File: config.mk
export PLATFORM = sky130hd
export DESIGN_NAME = alarm_entry_ctrl
export DESIGN_NICKNAME = d
export VERILOG_FILES = /design/src/rtl/alarm_clock_pkg.sv /design/src/rtl/entry_digit_buffer.sv /design/src/rtl/alarm_entry_ctrl.sv
export SDC_FILE = /design/constraint.sdc
export NUM_CORES = 1
export LEC_CHECK = 0
export CAP_MARGIN = 20
export CELL_PAD_IN_SITES_DETAIL_PLACEMENT = 0
export CELL_PAD_IN_SITES_GLOBAL_PLACEMENT = 2
export CORE_UTILIZATION = 32
export DETAILED_ROUTE_END_ITERATION = 12
export PLACE_DENSITY_LB_ADDON = 0.25
export SLEW_MARGIN = 25
export SYNTH_ARGS = -nofsm -noshare
export SYNTH_HDL_FRONTEND = slang
export SYNTH_SLANG_ARGS = --single-unit
File: constraint.sdc
create_clock -name clk -period 2.3 [get_ports clk]
set_input_delay 0.23 -clock clk [delete_from_list [all_inputs] [get_ports clk]]
set_output_delay 0.23 -clock clk [all_outputs]
set_load 0.02 [all_outputs]
File: src/rtl/alarm_clock_pkg.sv
`default_nettype none
// ============================================================================
// Module   : alarm_clock_pkg
// Purpose  : Shared definitions for the alarm clock entry path. It holds the
//            controller state encoding, the 24-hour BCD digit limits, and a
//            helper that decides whether a key is valid for a buffer position.
// Revision : 1.0  initial release
// ============================================================================
package alarm_clock_pkg;

    localparam int BCD_W = 4;
    typedef logic [BCD_W-1:0] bcd_t;

    // 24-hour limits for HH:MM entry
    localparam bcd_t MAX_MS_HR       = 4'd2;   // tens of hours
    localparam bcd_t MAX_LS_HR_AT_20 = 4'd3;   // hours digit when tens of hours is 2
    localparam bcd_t MAX_MS_MIN      = 4'd5;   // tens of minutes
    localparam bcd_t MAX_DIGIT       = 4'd9;   // any other BCD digit

    typedef enum logic [2:0] {
        ST_IDLE       = 3'd0,
        ST_SHOW_ALARM = 3'd1,
        ST_ENTRY      = 3'd2,
        ST_WAIT_CMD   = 3'd3,
        ST_LOAD_TIME  = 3'd4,
        ST_LOAD_ALARM = 3'd5
    } state_t;

    // Returns 1 when code is a legal digit for buffer position pos. The
    // hours digit depends on the tens-of-hours digit already stored (d0).
    function automatic logic digit_ok(input logic [1:0] pos,
                                      input bcd_t       d0,
                                      input bcd_t       code);
        logic ok;
        ok = 1'b0;
        case (pos)
            2'd0:    ok = (code <= MAX_MS_HR);
            2'd1:    ok = (d0 == MAX_MS_HR) ? (code <= MAX_LS_HR_AT_20)
                                            : (code <= MAX_DIGIT);
            2'd2:    ok = (code <= MAX_MS_MIN);
            default: ok = (code <= MAX_DIGIT);
        endcase
        return ok;
    endfunction

endpackage
`default_nettype wire

File: src/rtl/entry_digit_buffer.sv
`default_nettype none
// ============================================================================
// Module   : entry_digit_buffer
// Purpose  : Four-digit BCD store for HH:MM entry. It checks each offered key
//            against the limits for the next free position and stores it when
//            legal, then advances the write index.
// Ports    : clk, reset (async, active-high)
//            key_valid_i  offered key (already gated by the controller)
//            key_code_i   BCD code of the offered key
//            clear_i      empty the buffer and rewind the index (has priority)
//            accept_o     offered key is legal and is stored at the next edge
//            last_o       the next accepted key fills the final position
//            digitN_o     stored digits, 0 = tens of hours .. 3 = minutes
// Revision : 1.0  initial release
// ============================================================================
module entry_digit_buffer
    import alarm_clock_pkg::*;
(
    input  logic clk,
    input  logic reset,
    input  logic key_valid_i,
    input  bcd_t key_code_i,
    input  logic clear_i,
    output logic accept_o,
    output logic last_o,
    output bcd_t digit0_o,
    output bcd_t digit1_o,
    output bcd_t digit2_o,
    output bcd_t digit3_o
);

    bcd_t [3:0] digit_q;
    logic [1:0] idx_q;

    assign accept_o = key_valid_i && digit_ok(idx_q, digit_q[0], key_code_i);
    assign last_o   = (idx_q == 2'd3);

    always_ff @(posedge clk or posedge reset) begin
        if (reset) begin
            digit_q <= '0;
            idx_q   <= 2'd0;
        end else if (clear_i) begin
            digit_q <= '0;
            idx_q   <= 2'd0;
        end else if (accept_o) begin
            digit_q[idx_q] <= key_code_i;
            idx_q          <= idx_q + 2'd1;
        end
    end

    assign digit0_o = digit_q[0];
    assign digit1_o = digit_q[1];
    assign digit2_o = digit_q[2];
    assign digit3_o = digit_q[3];

endmodule
`default_nettype wire

File: src/rtl/alarm_entry_ctrl.sv
`default_nettype none
// ============================================================================
// Module   : alarm_entry_ctrl
// Purpose  : Keypad/button sequencer for the alarm clock. It collects four
//            validated BCD digits (HH:MM), then on a button commits them to
//            the time counter or the alarm register with a one-cycle strobe.
//            It drives the display-select flags and abandons an entry that
//            has been idle for TIMEOUT_S seconds.
// Ports    : clk, reset (async, active-high)
//            one_second      1-cycle pulse per second
//            key_valid       1-cycle strobe, key_code holds a key press
//            key_code        BCD digit (10..15 are never accepted)
//            time_button     level, commit to current time
//            alarm_button    level, commit to alarm / show alarm from idle
//            load_new_c/a    1-cycle load strobes (time / alarm)
//            show_new_time   display shows the entry buffer
//            show_a          display shows the alarm time
//            reset_count     1-cycle pulse after every accepted key
//            new_time_*      entry buffer digits
// Revision : 1.0  initial release
// ============================================================================
module alarm_entry_ctrl
    import alarm_clock_pkg::*;
#(
    parameter int TIMEOUT_S = 10,
    parameter int TO_W      = 4
)
(
    input  logic       clk,
    input  logic       reset,
    input  logic       one_second,
    input  logic       key_valid,
    input  logic [3:0] key_code,
    input  logic       time_button,
    input  logic       alarm_button,
    output logic       load_new_c,
    output logic       load_new_a,
    output logic       show_new_time,
    output logic       show_a,
    output logic       reset_count,
    output logic [3:0] new_time_ms_hr,
    output logic [3:0] new_time_ls_hr,
    output logic [3:0] new_time_ms_min,
    output logic [3:0] new_time_ls_min
);

    localparam logic [TO_W-1:0] c_to_last = TO_W'(TIMEOUT_S - 1);

    state_t          state_q, state_d;
    logic [TO_W-1:0] to_cnt_q, to_cnt_d;

    logic load_c_q, load_c_d;
    logic load_a_q, load_a_d;
    logic show_new_q, show_new_d;
    logic show_a_q, show_a_d;
    logic rst_cnt_q, rst_cnt_d;

    logic w_buf_key_valid;
    logic w_buf_clear;
    logic w_accept;
    logic w_last;

    entry_digit_buffer u_buf (
        .clk         (clk),
        .reset       (reset),
        .key_valid_i (w_buf_key_valid),
        .key_code_i  (key_code),
        .clear_i     (w_buf_clear),
        .accept_o    (w_accept),
        .last_o      (w_last),
        .digit0_o    (new_time_ms_hr),
        .digit1_o    (new_time_ls_hr),
        .digit2_o    (new_time_ms_min),
        .digit3_o    (new_time_ls_min)
    );

    always_comb begin
        state_d         = state_q;
        to_cnt_d        = to_cnt_q;
        w_buf_key_valid = 1'b0;
        w_buf_clear     = 1'b0;

        case (state_q)
            ST_IDLE: begin
                // Time button is deliberately ignored here so a button still
                // held after a load cannot retrigger anything.
                w_buf_key_valid = key_valid;
                if (w_accept) begin
                    state_d  = ST_ENTRY;
                    to_cnt_d = '0;
                end else if (alarm_button) begin
                    state_d = ST_SHOW_ALARM;
                end
            end

            ST_SHOW_ALARM: begin
                if (!alarm_button) begin
                    state_d = ST_IDLE;
                end
            end

            ST_ENTRY: begin
                w_buf_key_valid = key_valid;
                // An accepted key beats a simultaneous timeout expiry.
                if (w_accept) begin
                    to_cnt_d = '0;
                    if (w_last) begin
                        state_d = ST_WAIT_CMD;
                    end
                end else if (one_second) begin
                    if (to_cnt_q == c_to_last) begin
                        state_d     = ST_IDLE;
                        to_cnt_d    = '0;
                        w_buf_clear = 1'b1;
                    end else begin
                        to_cnt_d = to_cnt_q + TO_W'(1);
                    end
                end
            end

            ST_WAIT_CMD: begin
                if (time_button) begin
                    state_d = ST_LOAD_TIME;
                end else if (alarm_button) begin
                    state_d = ST_LOAD_ALARM;
                end else if (one_second) begin
                    if (to_cnt_q == c_to_last) begin
                        state_d     = ST_IDLE;
                        to_cnt_d    = '0;
                        w_buf_clear = 1'b1;
                    end else begin
                        to_cnt_d = to_cnt_q + TO_W'(1);
                    end
                end
            end

            ST_LOAD_TIME, ST_LOAD_ALARM: begin
                // Buffer stays stable during the strobe and empties after it.
                state_d     = ST_IDLE;
                to_cnt_d    = '0;
                w_buf_clear = 1'b1;
            end

            default: begin
                state_d     = ST_IDLE;
                to_cnt_d    = '0;
                w_buf_clear = 1'b1;
            end
        endcase

        // Outputs are registered versions of the next-state decode, so they
        // change on the same edge as the state itself.
        load_c_d   = (state_d == ST_LOAD_TIME);
        load_a_d   = (state_d == ST_LOAD_ALARM);
        show_new_d = (state_d == ST_ENTRY) || (state_d == ST_WAIT_CMD);
        show_a_d   = (state_d == ST_SHOW_ALARM);
        rst_cnt_d  = w_accept;
    end

    always_ff @(posedge clk or posedge reset) begin
        if (reset) begin
            state_q    <= ST_IDLE;
            to_cnt_q   <= '0;
            load_c_q   <= 1'b0;
            load_a_q   <= 1'b0;
            show_new_q <= 1'b0;
            show_a_q   <= 1'b0;
            rst_cnt_q  <= 1'b0;
        end else begin
            state_q    <= state_d;
            to_cnt_q   <= to_cnt_d;
            load_c_q   <= load_c_d;
            load_a_q   <= load_a_d;
            show_new_q <= show_new_d;
            show_a_q   <= show_a_d;
            rst_cnt_q  <= rst_cnt_d;
        end
    end

    assign load_new_c    = load_c_q;
    assign load_new_a    = load_a_q;
    assign show_new_time = show_new_q;
    assign show_a        = show_a_q;
    assign reset_count   = rst_cnt_q;

endmodule
`default_nettype wire
==> results.cfg <==
[run_status]
status = completed

[detailed_routing]
dr.pass1.iters = 4
dr.first_iter.drc_count = 46
drcViolationCount = 0
ant_nets = 0
vias = 1343
viasPerCell = 5.11
wl_per_cell_um = 14.9
wl_um = 3910

[synthesis]
syn_inst = 151
synth_seq_area_share_pct = 46.9
async_reset_ff_share_pct = 100
synthDistinctLibCells = 38
syn_area_mm2 = 0.00160
synthFlopType = dfrtp_1
syn_nets = 167
ys_ff_latch = 30
syn_avg_cell_area_um2 = 10.6
yosys_warnings = 0
synth_edf_count = 0

[critical_path]
reg2reg_from = u_buf.idx_q[1]
critical_path_class = register to register
r2r_cells = 6
worst_setup_path_end_kind = register
cp_max_fo = 5
worstPathRequired_ps = 2490
r2r_slack_ps = 220
worst_setup_path_start_kind = register
arrival_ps = 2270
r2r_end = state_q[0]

[placement]
place.gp.congestion = 0.826
hpwlAfterDp_um = 2870
portBuffers = 30

[timing]
setup_viol = 0
rsz0062_at_grt = false
fin_setup_tns_ps = 0
clock.fmax_mhz = 481
finalCritPeriodShare_pct = 90.4
clock_skew_ps = 1.42
slew_viol_final = 0
period_minus_slack_ps = 2080
relSlewSlack_pct = 72.5
hold_viol_final = 0
tightest_slew_ps = 411

[worst_hold_path]
hold_path.class = input pin to async pin

[floorplanning]
die_h_um = 72.7
design.die.area_mm2 = 0.00528
std_cell_rows = 25
ios = 31
die-width_um = 72.7
initial_utilization_pct = 33.6
core-area_mm2 = 0.00475

[clock_network]
cts.reportedPaths.clkPinSlew_ps = 60
clk_latency_ps = 280
cts_tree = done
clock-root-buffer = clkbuf_8
hold_buffers = 0
clock_path_buffers = 2
cts_buffers = 5
cts_num_sinks = 30
post-cts-setup-buffers = 0
cts_max_level = 2
cts-resized-gates = 0

[global_route]
grt_overflow = 0
grt_pass1_wl_um = 6530
grt_pass1_vias = 1374
grt_max_degree = 31
antenna_found_initial = 0
grtUsageTotal_pct = 16.7

[power_and_ir_drop]
p_total_uw = 2500
vdd_drop_max_mv = 0.401
leakagePower_uw = 0.000971
powerDensity_mw_per_mm2 = 1160

[cells_and_area]
area_growth_pct = 34.7
diodes = 0
mostFrequentLayoutCells = clkdlybuf4s50_1, dfrtp_1, nand3_1, inv_1, buf_4
layout-drive-gt1-share_pct = 16.3
nets = 211

[run]
maxCapViolCount = 0
[final cells by class]
cell class              instances  area, µm²
fillers                       475       2600
inverters                      13       48.8
clock buffers                   8        110
flip-flops and latches         30        751
repair buffers                 42        390
well taps                      67       83.8
multi-input cells             103        769
[layer usage]
metal	track usage (%)	share of wire (%)
met5	0	0
met4	6.75	1.3
met3	4.56	3.4
met2	28.2	50
met1	19.9	45
[per-stage QoR]
stage	cells	area, µm²	setup slack (ps)	utilization [%]	hold slack [ps]
floorplan	151	1600	364	-	301
detailed placement	255	2040	202	43.0	529
finish	263	2150	220	45.3	328
global route	263	2150	43.7	45.3	376
CTS	263	2150	202	45.3	343
global placement	255	2040	248	43.0	526
[cell families (layout without fill, tap and decap cells)]
| logic type | after synthesis | after routing | synth area share [%] |
|---|---|---|---|
| AOI/OAI and AO/OA | 44 | 44 | 23.1 |
| xor gates and xnor gates | 3 | 3 | 1.64 |
| adders and majority gates | 6 | 6 | 4.69 |
| buffers and inverters | 18 | 63 | 4.93 |
| DFF | 30 | 30 | 46.9 |
| muxes | 4 | 4 | 2.50 |
| and+or+nand+nor | 46 | 46 | 16.2 |
[report_power, final]
group	internal (µW)	switching, µW
registers	712	130
clock network	302	208
logic	545	603
total	1560	941
[cells in the mapped netlist (4+ instances only)]
| master | instances | area, µm² |
|---|---|---|
| nor3_1 | 6 | 30.0 |
| dfrtp_1 | 30 | 751 |
| and3_1 | 4 | 25.0 |
| mux2i_1 | 4 | 40.0 |
| inv_1 | 13 | 48.8 |
| o221ai_1 | 4 | 35.0 |
| nor2_1 | 8 | 30.0 |
| ha_1 | 6 | 75.1 |
| o21ai_1 | 9 | 45.0 |
| nand3_1 | 15 | 75.1 |
| a211oi_2 | 7 | 87.6 |
| or4_1 | 4 | 30.0 |
[how the worst max path moves through the flow]
stage	cells after the start	to	slack [ps]	from
4_1_cts	6	state_q[0]	200	u_buf.idx_q[1]
6_report	6	state_q[0]	220	u_buf.idx_q[1]
3_3_place_gp	6	u_buf.digit2_o[1]	250	key_code[1]
3_5_place_dp	6	u_buf.digit0_o[0]	200	key_code[1]
2_1_floorplan	5	u_buf.digit3_o[0]	360	u_buf.digit0_o[0]
5_1_grt	7	u_buf.digit0_o[0]	40	u_buf.idx_q[0]
[flip-flops by register name, summed over array words and instances, names as in the netlist]
register	flops
to_cnt_q	4
u_buf.digit0_o	4
u_buf.digit1_o	4
u_buf.digit2_o	4
u_buf.digit3_o	4
state_q	3
u_buf.idx_q	2
load_new_a	1
load_new_c	1
reset_count	1
show_a	1
show_new_time	1
[worst max-delay path, stage by stage, from the launching register on]
cell	delay [ps]
dfrtp_1	390
inv_1	80
ha_1	260
or3_1	410
o211ai_1	370
nor2_1	190
o32ai_1	280
Note: power is estimated with default switching activity, not from simulation.
